===== config.mk =====
export PLATFORM = sky130hd
export DESIGN_NAME = frv_interrupt_ctrl
export DESIGN_NICKNAME = d
export VERILOG_FILES = /design/src/rtl/frv_interrupt_ctrl.sv
export SDC_FILE = /design/constraint.sdc
export NUM_CORES = 1
export LEC_CHECK = 0
export CAP_MARGIN = 20
export CORE_ASPECT_RATIO = 2
export CORE_MARGIN = 5
export CORE_UTILIZATION = 35
export CTS_CLUSTER_DIAMETER = 80
export DETAILED_ROUTE_END_ITERATION = 10
export PLACE_DENSITY = 0.74
export REMOVE_ABC_BUFFERS = 1
export SLEW_MARGIN = 10
export SYNTH_ARGS = -nofsm -noshare
export SYNTH_HDL_FRONTEND = slang
export SYNTH_SLANG_ARGS = --single-unit

===== constraint.sdc =====
create_clock -name g_clk -period 1.9 [get_ports g_clk]
set_input_delay 0.57 -clock g_clk [delete_from_list [all_inputs] [get_ports g_clk]]
set_output_delay 0.57 -clock g_clk [all_outputs]
set_load 0.1 [all_outputs]

===== src/rtl/frv_interrupt_ctrl.sv =====
// ============================================================================
// Module   : frv_interrupt_ctrl
// Brief    : Machine-mode interrupt controller: NMI, NEXT level/edge external
//            channels, software and timer, fixed priority, registered request.
// Revision : 1.0 - initial release
// ============================================================================
`default_nettype none

module frv_interrupt_ctrl #(
    parameter int              NEXT      = 8,
    parameter logic [NEXT-1:0] EDGE_MASK = {NEXT{1'b0}},
    parameter logic [5:0]      NMI_CAUSE = 6'd63,
    parameter int              IDW       = (NEXT > 1) ? $clog2(NEXT) : 1
) (
    input  logic            g_clk,
    input  logic            g_reset,
    input  logic            mstatus_mie,
    input  logic            mie_meie,
    input  logic            mie_mtie,
    input  logic            mie_msie,
    input  logic [NEXT-1:0] ex_enable,
    input  logic            nmi_pending,
    input  logic [NEXT-1:0] ex_pending,
    input  logic            ti_pending,
    input  logic            sw_pending,
    output logic            mip_meip,
    output logic            mip_mtip,
    output logic            mip_msip,
    output logic            int_trap_req,
    output logic [5:0]      int_trap_cause,
    input  logic            int_trap_ack,
    output logic [IDW-1:0]  ex_claim_id
);

    typedef enum logic [1:0] {
        S_IDLE = 2'd0,
        S_REQ  = 2'd1,
        S_GAP  = 2'd2
    } state_t;

    localparam logic [1:0] c_SRC_NMI = 2'd0;
    localparam logic [1:0] c_SRC_EXT = 2'd1;
    localparam logic [1:0] c_SRC_SW  = 2'd2;
    localparam logic [1:0] c_SRC_TI  = 2'd3;

    state_t          r_state;
    state_t          w_state_nxt;
    logic            r_prev_nmi;
    logic [NEXT-1:0] r_prev_ex;
    logic            r_nmi_lat;
    logic [NEXT-1:0] r_ex_lat;
    logic            r_meip, r_mtip, r_msip;
    logic [5:0]      r_cause;
    logic [1:0]      r_win_src;
    logic [IDW-1:0]  r_win_idx;
    logic [IDW-1:0]  r_claim;

    logic            w_nmi_rise, w_nmi_eff;
    logic [NEXT-1:0] w_ex_rise, w_ex_eff, w_ex_elig;
    logic            w_sw_elig, w_ti_elig;
    logic            w_any, w_ext_found, w_win_live;
    logic [1:0]      w_src;
    logic [IDW-1:0]  w_idx;
    logic [5:0]      w_cause;
    logic            w_grab, w_ack_take, w_nmi_clr;
    logic [NEXT-1:0] w_ex_clr;

    // Edge channels see latch-or-current-edge so a fresh edge is taken the same cycle.
    assign w_nmi_rise = nmi_pending & ~r_prev_nmi;
    assign w_nmi_eff  = r_nmi_lat | w_nmi_rise;
    assign w_ex_rise  = ex_pending & ~r_prev_ex & EDGE_MASK;
    assign w_ex_eff   = (EDGE_MASK & (r_ex_lat | w_ex_rise)) | (~EDGE_MASK & ex_pending);
    assign w_ex_elig  = {NEXT{mstatus_mie & mie_meie}} & ex_enable & w_ex_eff;
    assign w_sw_elig  = mstatus_mie & mie_msie & sw_pending;
    assign w_ti_elig  = mstatus_mie & mie_mtie & ti_pending;

    always_comb begin
        w_any       = 1'b0;
        w_ext_found = 1'b0;
        w_src       = c_SRC_TI;
        w_idx       = '0;
        w_cause     = 6'd0;
        if (w_nmi_eff) begin
            w_any   = 1'b1;
            w_src   = c_SRC_NMI;
            w_cause = NMI_CAUSE;
        end else begin
            for (int i = 0; i < NEXT; i++) begin
                if (!w_ext_found && w_ex_elig[i]) begin
                    w_ext_found = 1'b1;
                    w_idx       = IDW'(i);
                    w_cause     = 6'(16 + i);
                end
            end
            if (w_ext_found) begin
                w_any = 1'b1;
                w_src = c_SRC_EXT;
            end else if (w_sw_elig) begin
                w_any   = 1'b1;
                w_src   = c_SRC_SW;
                w_cause = 6'd3;
            end else if (w_ti_elig) begin
                w_any   = 1'b1;
                w_src   = c_SRC_TI;
                w_cause = 6'd7;
            end
        end
    end

    always_comb begin
        case (r_win_src)
            c_SRC_NMI: w_win_live = 1'b1;
            c_SRC_EXT: w_win_live = w_ex_elig[r_win_idx];
            c_SRC_SW:  w_win_live = w_sw_elig;
            default:   w_win_live = w_ti_elig;
        endcase
    end

    always_comb begin
        w_state_nxt = r_state;
        w_grab      = 1'b0;
        w_ack_take  = 1'b0;
        case (r_state)
            S_IDLE: begin
                if (w_any) begin
                    w_state_nxt = S_REQ;
                    w_grab      = 1'b1;
                end
            end
            S_REQ: begin
                if (int_trap_ack) begin
                    w_state_nxt = S_GAP;
                    w_ack_take  = 1'b1;
                end else if (!w_win_live) begin
                    w_state_nxt = S_IDLE;
                end
            end
            S_GAP:   w_state_nxt = S_IDLE;
            default: w_state_nxt = S_IDLE;
        endcase
    end

    always_comb begin
        w_ex_clr  = '0;
        w_nmi_clr = w_ack_take && (r_win_src == c_SRC_NMI);
        if (w_ack_take && (r_win_src == c_SRC_EXT))
            w_ex_clr[r_win_idx] = 1'b1;
    end

    always_ff @(posedge g_clk) begin
        if (g_reset)
            r_state <= S_IDLE;
        else
            r_state <= w_state_nxt;
    end

    always_ff @(posedge g_clk) begin
        if (g_reset) begin
            r_prev_nmi <= 1'b0;
            r_prev_ex  <= '0;
            r_nmi_lat  <= 1'b0;
            r_ex_lat   <= '0;
            r_meip     <= 1'b0;
            r_mtip     <= 1'b0;
            r_msip     <= 1'b0;
            r_cause    <= 6'd0;
            r_win_src  <= c_SRC_NMI;
            r_win_idx  <= '0;
            r_claim    <= '0;
        end else begin
            r_prev_nmi <= nmi_pending;
            r_prev_ex  <= ex_pending;
            // Set dominates clear: an edge arriving during the ack is kept.
            r_nmi_lat  <= (r_nmi_lat & ~w_nmi_clr) | w_nmi_rise;
            r_ex_lat   <= ((r_ex_lat & ~w_ex_clr) | w_ex_rise) & EDGE_MASK;
            r_meip     <= |(w_ex_eff & ex_enable);
            r_mtip     <= ti_pending;
            r_msip     <= sw_pending;
            if (w_grab) begin
                r_cause   <= w_cause;
                r_win_src <= w_src;
                r_win_idx <= w_idx;
            end
            if (w_ack_take && (r_win_src == c_SRC_EXT))
                r_claim <= r_win_idx;
        end
    end

    assign int_trap_req   = (r_state == S_REQ);
    assign int_trap_cause = r_cause;
    assign ex_claim_id    = r_claim;
    assign mip_meip       = r_meip;
    assign mip_mtip       = r_mtip;
    assign mip_msip       = r_msip;

endmodule

`default_nettype wire


==> results.tsv, run 1 <==
stage	metric	value	unit
logic_synthesis	Syn Area/Cell	8.780	um2
logic_synthesis	Mapped Area	1036	um2
logic_synthesis	top-area cell type share of the netlist area	38.65	%
timing	hold slack	0.5113	ns
place	post-detail-place hpwl	2.534	mm
detailed_routing	DRT iter0 DRCs	49	
logic_synthesis	ys flop type	dfxtp_1	
power_and_ir_drop	Worst VDD drop	0.0004873	V
finish	fill cell count	246	
finish	Area Growth Syn to Fin	77.05	%
place	PortBufs	38	
timing	final hold vios	0	
timing	final worst path period share	98.38	%
timing	Worst slew margin	74.15	%
place	Final Wtd Congestion	0.8950	
global_route	first-pass GRT wire length	4.850	mm
cts	CTS tree	built	
logic_synthesis	EDFF count, synth	0	
cts	Inserted Clock Buffers	3	
global_route	number of global-route vias before repair	1165	
global_route	initial antenna violation count	0	
place	pre-CTS setup slack	-0.2765	ns
logic_synthesis	Synth async-reset ratio	0	%
detailed_routing	Vias	1193	
floorplan	chip height	86.94	um
setup_path	WP data arrival	2.04	ns
timing	min cycle time layout	1.869	ns
status	status	complete, no violations	
power_and_ir_drop	Leak	0.0007952	uW
logic_synthesis	register area share after synthesis	38.65	%
setup_path	Startpoint Class	primary input	
finish	commonest non-fill, non-tap cells in the layout	20 x dfxtp_1, 20 x clkdlybuf4s50_1, 15 x buf_4	
floorplan	Starting Density	35.63	%
cts	clock buffer depth	2	
global_route	Congestion Overflow GR	0	
logic_synthesis	Mapped Cells	118	
finish	NumNets Final	202	
setup_path	Crit Path Max Fanout	4	
setup_path	CP max-delay cell	clkdlybuf4s50_1	
logic_synthesis	post-synth cell types	42	
timing	Max Slew Vio Count	0	
timing	Fmax	535.0	MHz
cts	cts hold-fix bufs	0	
floorplan	IO Pins	39	
floorplan	core area	2908	um2
global_route	GRT Util Overall	14.36	%
detailed_routing	DR DRC count	0	
cts	CTS sink count	20	
floorplan	standard-cell rows	28	
floorplan	die width	48.47	um
timing	Worst Clk Skew	0.004004	ns
cts	worst skew pair latency	0.26	ns
timing	setup violators final	0	
floorplan	die area	4214	um2
cts	Root Driver	clkbuf_8	
detailed_routing	Wirelength per Cell	16.42	um
setup_path	critical path class	primary input to flip-flop	
setup_path	worst endpoint required time	2.07	ns
detailed_routing	routed wire length	3.367	mm
cts	number of H-tree levels	1	
hold_path	Min-Delay Path Class	flip-flop to flip-flop	
logic_synthesis	top cell type by total area after synthesis	dfxtp_1	
finish	final instance area	1834	um2
setup_path	Critical Path End Type	flip-flop	
setup_path	crit-path cells	clkdlybuf4s50_1 > nand2_1 > nand3_1 > a21boi_1 > o2111ai_1 > buf_4 > a221oi_2	
finish	sequential cell area	400.4	um2
finish	share of cells above drive strength 1	29.71	%
timing	final setup margin	0.03070	ns
finish	multi-input logic area	636.9	um2
setup_path	slowest cell delay on critical path	0.40	ns
global_route	largest net degree at the start of global routing	23	
detailed_routing	final antenna-violating net count	0	
timing	Worst-Margin Slew	0.3873	ns
logic_synthesis	dominant cells by area after synthesis	dfxtp_1 39%, nand2_1 4.7%, nand3_1 4.3%	
power_and_ir_drop	Cell Pwr Density	745.6	nW/um2
flow_run	Max Cap Viol	0	
finish	antenna diode count	0	
place	placed cell areas	1694	um2
logic_synthesis	Ys Warns	0	
detailed_routing	Vias/cell	5.820	
detailed_routing	TritonRoute pass-1 iters	4	
cts	clock-pin slew on the worst setup and hold paths	0.07	ns
logic_synthesis	#FFs+latches synth	20	
-- synthesized netlist by cell type (all sizes together), types with 2 or more instances --
master,number
and2,2
nand4b,2
nand4,3
o21ai,4
clkbuf,2
inv,4
nand2b,3
nor2,11
a31oi,3
dfxtp,20
nand2,14
mux2i,4
mux4,2
a21oi,6
buf,2
o2111ai,2
nor2b,5
a211oi,2
nand3,10
-- metrics by stage --
step	total power, uW	util [%]	instances	TNS (ns)
4_1_cts	1348	60.20	202	0
6_report	1368	63.08	205	0
5_1_grt	1420	63.08	205	-0.2789
3_5_place_dp	1031	58.26	198	-2.658
2_1_floorplan	778.8	-	114	-0.5660
3_3_place_gp	1022	58.26	198	-1.993
-- state kept, by name (all words and copies together) (netlist names) --
| register | cells |
|---|---|
| int_trap_cause | 5 |
| r_state | 2 |
| r_win_idx | 3 |
| mip_meip | 1 |
| ex_claim_id | 3 |
| r_win_src | 2 |
| r_prev_nmi | 1 |
| r_nmi_lat | 1 |
| mip_msip | 1 |
| mip_mtip | 1 |
-- final cells by class --
cell class | instances | area share [%]
multi-input combinational | 90 | 34.72
tap | 30 | 2.046
sequential | 20 | 21.83
clock buffer | 4 | 3.001
inverter | 4 | 0.8186
timing repair buffer | 57 | 37.59
-- where the power goes --
group / internal [uW] / total [uW] / switching [uW]
Sequential: 450 / 482 / 32.6
Clock: 184 / 318 / 133
Combinational: 239 / 568 / 329
-- metal layers --
layer / track usage [%] / part of all wire [%] / vias up
met4: 9.559 / 5.3 / 0
met3: 1.715 / 6.7 / 23
met2: 28.57 / 58 / 77
met1: 12.77 / 30 / 544
met5: 0 / 0 / -
li1: - / - / 549
-- path summary, 6_finish.rpt --
check | to | startpoint | cells after the start | slack, ns
worst max-delay path | int_trap_cause[0] | ex_enable[6] | 7 | 0.03
worst max register to register | r_state[0] | r_win_idx[0] | 4 | 0.39
worst min-delay path | r_nmi_lat | r_nmi_lat | 2 | 0.51
worst min register to register | r_nmi_lat | r_nmi_lat | 2 | 0.51
-- critical path, delay by kind of cell --
family	cells	cell delay, ns
simple gates	2	0.23
compound gates	3	0.63
buf+inv	2	0.61
-- logic make-up (layout without fill, tap and decap cells) --
logic type      count (synthesis)  after routing  share of synthesized area (%)
compound gates                 28             28                          20.41
mux                             6              6                          8.212
buf+inv                         8             65                          3.623
flops                          20             20                          38.65
simple gates                   56             56                          29.11
-- repair_timing --
| action | 4_1_cts | 5_1_grt |
|---|---|---|
| pin swaps | 4 | 6 |
| hold endpoints to repair | 0 | 0 |
| setup buffers | 0 | 3 |
| setup endpoints to repair | 3 | 11 |
| resized for setup | 1 | 14 |
No activity file was read; power rests on OpenSTA's default activity.
==> run 2, diff against run 1 <==
CELL_PAD_IN_SITES_DETAIL_PLACEMENT = 2   (was unset)
CELL_PAD_IN_SITES_GLOBAL_PLACEMENT = 2   (was unset)
CORE_UTILIZATION = 24   (was 35)
CTS_CLUSTER_DIAMETER = 60   (was 80)
PLACE_DENSITY = 0.85   (was 0.74)
==> results.tsv, run 2 (synthesis gave the netlist of run 1 again) <==
stage	metric	value	unit
finish	fill cell count	443	
global_route	first-pass GRT wire length	7.672	mm
cts	worst skew pair latency	0.28	ns
timing	Max Slew Vio Count	0	
detailed_routing	routed wire length	5.037	mm
setup_path	CP max-delay cell	clkdlybuf4s50_1	
timing	setup_tns	0	ns
timing	final worst path period share	96.73	%
detailed_routing	DRT iter0 DRCs	22	
power_and_ir_drop	Worst VDD drop	0.0005511	V
setup_path	slowest cell delay on critical path	0.42	ns
setup_path	most used cell along the critical path	nand2b_1	
setup_path	Critical Path End Type	flip-flop	
cts	CTS sink count	20	
finish	sequential cell area	400.4	um2
finish	final instance area	1976	um2
global_route	Congestion Overflow GR	0	
setup_path	Critical path buffers and inverters	2	
power_and_ir_drop	Cell Pwr Density	779.1	nW/um2
setup_path	Crit Path Max Fanout	6	
detailed_routing	Vias	1237	
cts	number of H-tree levels	1	
global_route	GRT Util Overall	17.20	%
finish	max reg flops	5	
timing	setup violators final	0	
setup_path	WP data arrival	2.01	ns
cts	clock-pin slew on the worst setup and hold paths	0.09	ns
flow_run	Max Cap Viol	0	
floorplan	chip height	102.9	um
setup_path	crit-path cells	clkdlybuf4s50_1 > nand2b_1 > nand2b_1 > o21ai_4 > buf_4 > nand4b_1 > o41ai_4	
cts	Inserted Clock Buffers	3	
timing	Worst slew margin	69.04	%
floorplan	IO Pins	39	
detailed_routing	final antenna-violating net count	0	
timing	RSZ-0062 raised after global routing	no	
global_route	initial antenna violation count	0	
finish	share of cells above drive strength 1	35.75	%
floorplan	Starting Density	25.09	%
finish	multi-input logic area	685.7	um2
status	status	complete, no violations	
timing	hold slack	0.5157	ns
finish	commonest non-fill, non-tap cells in the layout	20 x dfxtp_1, 19 x buf_4, 14 x dlymetal6s2s_1, 14 x buf_12, 9 x nor2_1	
timing	final setup margin	0.06220	ns
setup_path	Worst path top cell family by delay	buffers and inverters	
finish	NumNets Final	206	
detailed_routing	Wirelength per Cell	21.81	um
place	post-detail-place hpwl	3.511	mm
setup_path	worst endpoint required time	2.07	ns
place	Final Wtd Congestion	0.8426	
cts	cts hold-fix bufs	0	
setup_path	Register-to-Register Setup Slack	0.33	ns
global_route	largest net degree at the start of global routing	23	
setup_path	Startpoint Class	primary input	
finish	commonest non-fill, non-tap cell in the layout	dfxtp_1	
detailed_routing	TritonRoute pass-1 iters	4	
setup_path	critical path class	primary input to flip-flop	
floorplan	die width	56.46	um
floorplan	standard-cell rows	33	
cts	CTS tree	built	
timing	Fmax	544.1	MHz
timing	min cycle time layout	1.838	ns
finish	Area Growth Syn to Fin	90.70	%
cts	clock buffer depth	2	
timing	Worst Clk Skew	0.01136	ns
power_and_ir_drop	Leak	0.0009340	uW
hold_path	Min-Delay Path Class	flip-flop to flip-flop	
detailed_routing	DR DRC count	0	
detailed_routing	Vias/cell	5.355	
timing	Worst-Margin Slew	0.4640	ns
global_route	number of global-route vias before repair	1445	
floorplan	die area	5810	um2
timing	final hold vios	0	
finish	antenna diode count	0	
place	PortBufs	38	
cts	Root Driver	clkbuf_8	
place	pre-CTS setup slack	-0.3840	ns
floorplan	core area	4129	um2
place	placed cell areas	1737	um2
run 2: cell type report:
cell class | instances | area share (%)
timing repair buffer | 61 | 37.37
multi-input combinational | 90 | 34.71
sequential | 20 | 20.27
tap | 52 | 3.293
clock buffer | 3 | 2.090
clock inverter | 1 | 1.520
inverter | 4 | 0.7600
run 2: through the flow:
step / power (uW) / util (%) / cells
after global routing: 1592 / 47.85 / 231
after detailed placement: 1053 / 42.06 / 222
final: 1539 / 47.85 / 231
after floorplan: 778.8 / - / 114
after CTS: 1519 / 45.61 / 228
after global placement: 1029 / 42.06 / 222
run 2: report_power, final:
| part | switching [uW] | total (uW) | leakage (uW) | internal (uW) |
|---|---|---|---|---|
| clock network | 169 | 451 | 0.0000357 | 282 |
| logic | 360 | 603 | 0.000734 | 243 |
| registers | 35.0 | 484 | 0.000165 | 449 |
run 2: worst paths after layout:
check	cells after the start	end	from
setup reg to reg	4	r_state[0]	r_win_idx[1]
setup / recovery	7	r_win_idx[0]	nmi_pending
hold reg to reg	2	int_trap_cause[0]	int_trap_cause[0]
hold / removal	2	int_trap_cause[0]	int_trap_cause[0]
run 2: tightest hold or removal path, delay by kind of cell, from the launching register on:
kind,cells,cell delay [ns]
AO/OA/AOI/OAI,1,0.05
buffers and inverters,1,0.07
flip-flops,1,0.34
run 2: layer usage:
layer  share of wire (%)  GRT usage (%)
met1                  33          16.56
met2                  58          33.60
met3                 4.0          2.757
met4                 5.1          9.689
met5                   0              0
run 2: what timing repair did:
item	CTS	global route
setup endpoints to repair	10	10
gates resized for setup	15	23
cloned	0	0
pin swaps	7	10
buffers inserted	2	3
==> run 3, diff against run 2 <==
ABC_AREA = 1   (was unset)
CORE_UTILIZATION = 23   (was 24)
PLACE_DENSITY = 0.86   (was 0.85)
==> results.tsv, run 3 <==
stage	metric	value	unit
hold_path	Hold Crit Start	r_nmi_lat	
logic_synthesis	post-synth cell types	28	
floorplan	IO Pins	39	
cts	clock buffer depth	2	
cts	Root Driver	clkbuf_8	
power_and_ir_drop	Pwr Total	1581	uW
finish	final core occ	43.87	%
timing	Max Slew Vio Count	0	
power_and_ir_drop	Pint	927.1	uW
cts	cts hold-fix bufs	0	
detailed_routing	Wirelength per Cell	18.10	um
setup_path	Critical Path End Type	flip-flop	
setup_path	FF-to-FF End	r_state[0]	
cts	CTS sink count	20	
finish	commonest non-fill, non-tap cell in the layout	buf_4	
logic_synthesis	ys flop type	dfxtp_1	
power_and_ir_drop	Comb pwr share	46.9	%
logic_synthesis	#FFs+latches synth	20	
cts	number of H-tree levels	1	
global_route	first-pass GRT wire length	7.258	mm
status	status	complete, no violations	
detailed_routing	TritonRoute pass-1 iters	4	
place	PortBufs	38	
setup_path	worst endpoint required time	2.10	ns
setup_path	Crit Path Max Fanout	6	
detailed_routing	final antenna-violating net count	0	
power_and_ir_drop	Leak	0.001092	uW
logic_synthesis	EDFF count, synth	0	
place	Final Wtd Congestion	0.8184	
logic_synthesis	Synth async-reset ratio	0	%
logic_synthesis	top-area cell type share of the netlist area	35.75	%
detailed_routing	DRT iter0 DRCs	22	
finish	share of cells above drive strength 1	41.88	%
finish	fill cell count	523	
finish	Area Growth Syn to Fin	88.83	%
logic_synthesis	Ys Warns	0	
cts	CTS tree	built	
timing	Worst-Margin Slew	0.3340	ns
finish	max reg flops	5	
timing	Fmax	529.0	MHz
power_and_ir_drop	Worst VDD drop	0.0006868	V
setup_path	critical path class	primary input to flip-flop	
flow_run	Max Cap Viol	0	
global_route	initial antenna violation count	0	
global_route	Congestion Overflow GR	0	
logic_synthesis	dominant cells by area after synthesis	dfxtp_1 36%, nand2_1 12%, inv_1 8.4%	
cts	clock-pin slew on the worst setup and hold paths	0.08	ns
floorplan	Starting Density	23.23	%
timing	final hold vios	0	
hold_path	Min-Delay Path Class	flip-flop to flip-flop	
finish	commonest non-fill, non-tap cells in the layout	26 x buf_4, 20 x inv_1, 20 x nand2_2, 20 x dfxtp_1, 18 x nand2_1	
power_and_ir_drop	Cell Pwr Density	747.9	nW/um2
cts	worst skew pair latency	0.27	ns
power_and_ir_drop	Sw Ratio	41.38	%
logic_synthesis	Mapped Cells	166	
finish	antenna diode count	0	
logic_synthesis	Syn Area/Cell	6.746	um2
global_route	number of global-route vias before repair	1591	
setup_path	Register-to-Register Setup Slack	0.38	ns
power_and_ir_drop	Switch Pwr	654.4	uW
floorplan	die area	6449	um2
hold_path	WHS Path Cells	2	
logic_synthesis	top-count cell post-synth	nand2_1	
timing	Worst slew margin	77.50	%
logic_synthesis	top cell type by total area after synthesis	dfxtp_1	
timing	hold slack	0.4828	ns
finish	sequential cell area	400.4	um2
floorplan	core area	4820	um2
logic_synthesis	Mapped Area	1120	um2
power_and_ir_drop	Sequential Power Share	31.6	%
setup_path	WP data arrival	2.09	ns
global_route	largest net degree at the start of global routing	12	
floorplan	standard-cell rows	36	
timing	setup violators final	0	
timing	final worst path period share	99.50	%
setup_path	R2R depth	9	
floorplan	chip height	108.7	um
floorplan	die width	59.34	um
logic_synthesis	register area share after synthesis	35.75	%
detailed_routing	Vias	1389	
timing	min cycle time layout	1.890	ns
finish	NumNets Final	261	
global_route	GRT Util Overall	15.09	%
cts	Inserted Clock Buffers	3	
power_and_ir_drop	Clock power frac	21.5	%
place	post-detail-place hpwl	3.776	mm
logic_synthesis	most frequent cells after synthesis	37 x nand2_1, 25 x inv_1, 20 x dfxtp_1	
detailed_routing	Vias/cell	4.773	
setup_path	Worst R2R Start	r_win_src[0]	
timing	Worst Clk Skew	0.008047	ns
finish	multi-input logic area	715.7	um2
detailed_routing	DR DRC count	0	
detailed_routing	routed wire length	5.268	mm
setup_path	Startpoint Class	primary input	
hold_path	end of the worst hold path	r_nmi_lat	
==> run 3: logic make-up (layout without fill, tap and decap cells) <==
kind of cell / Yosys count / after routing / synth area share (%)
AOI/OAI and AO/OA: 34 / 34 / 16.98
buffers and inverters: 30 / 98 / 11.06
DFF: 20 / 20 / 35.75
and+or+nand+nor: 82 / 82 / 36.20
==> run 3: cell type report <==
type                            count  area share, %
Inverter                           27          5.266
Multi-Input combinational cell    116          33.85
Timing Repair inverter              1         0.2959
Sequential cell                    20          18.93
Tap cell                           57          3.373
Timing Repair Buffer               66          35.68
Clock buffer                        4          2.604
==> run 3: what timing repair did <==
action	CTS	global route
endpoints found under the setup margin	11	11
resized for setup	10	55
cloned	0	1
buffers inserted	1	6
pin swaps	3	26
==> run 3: stage by stage <==
step	cells	instance area (um2)	setup TNS [ns]	setup slack (ns)
6_report	291	2115	0	0.009574
5_1_grt	291	2115	-0.3533	-0.1306
4_1_cts	284	1914	-0.04550	-0.01598
3_5_place_dp	279	1837	-4.415	-0.4627
3_3_place_gp	279	1837	-3.350	-0.3528
2_1_floorplan	163	1097	-0.5027	-0.2389
==> run 3: power by group through the flow <==
stage	Sequential, uW	Combinational (uW)	Clock [uW]
6_report	500	741	340
5_1_grt	507	780	366
4_1_cts	498	667	352
3_5_place_dp	506	657	0
3_3_place_gp	505	643	0
2_1_floorplan	680	185	0
==> run 3: critical path: stages <==
cell,delay [ns]
dlygate4sd2_1,0.25
nand2_4,0.10
nor2_4,0.06
nor2_4,0.14
nand4_4,0.14
nor2_4,0.16
nand3_2,0.11
nand2_4,0.16
buf_6,0.17
nand2_1,0.06
a21oi_1,0.16
==> run 3: worst max-delay path by stage <==
stage,from,to,slack (ns),depth (start not counted)
after global placement,mstatus_mie,int_trap_cause[0],-0.35,12
after global routing,mie_meie,r_win_src[0],-0.13,11
after floorplan,int_trap_cause[3],int_trap_cause[3],-0.24,0
after CTS,ex_pending[4],int_trap_cause[1],-0.02,13
after detailed placement,mstatus_mie,int_trap_cause[0],-0.46,12
final,mie_meie,r_win_src[0],0.01,11
==> run 3: routing by layer <==
layer / wire length [um] / share of wire, % / global-route usage [%] / up-vias
li1: - / - / - / 668
met1: 1710 / 32 / 13.23 / 686
met2: 3260 / 62 / 30.59 / 26
met3: 143 / 2.7 / 1.422 / 9
met4: 153 / 2.9 / 8.590 / 0
met5: 0 / 0 / 0 / -
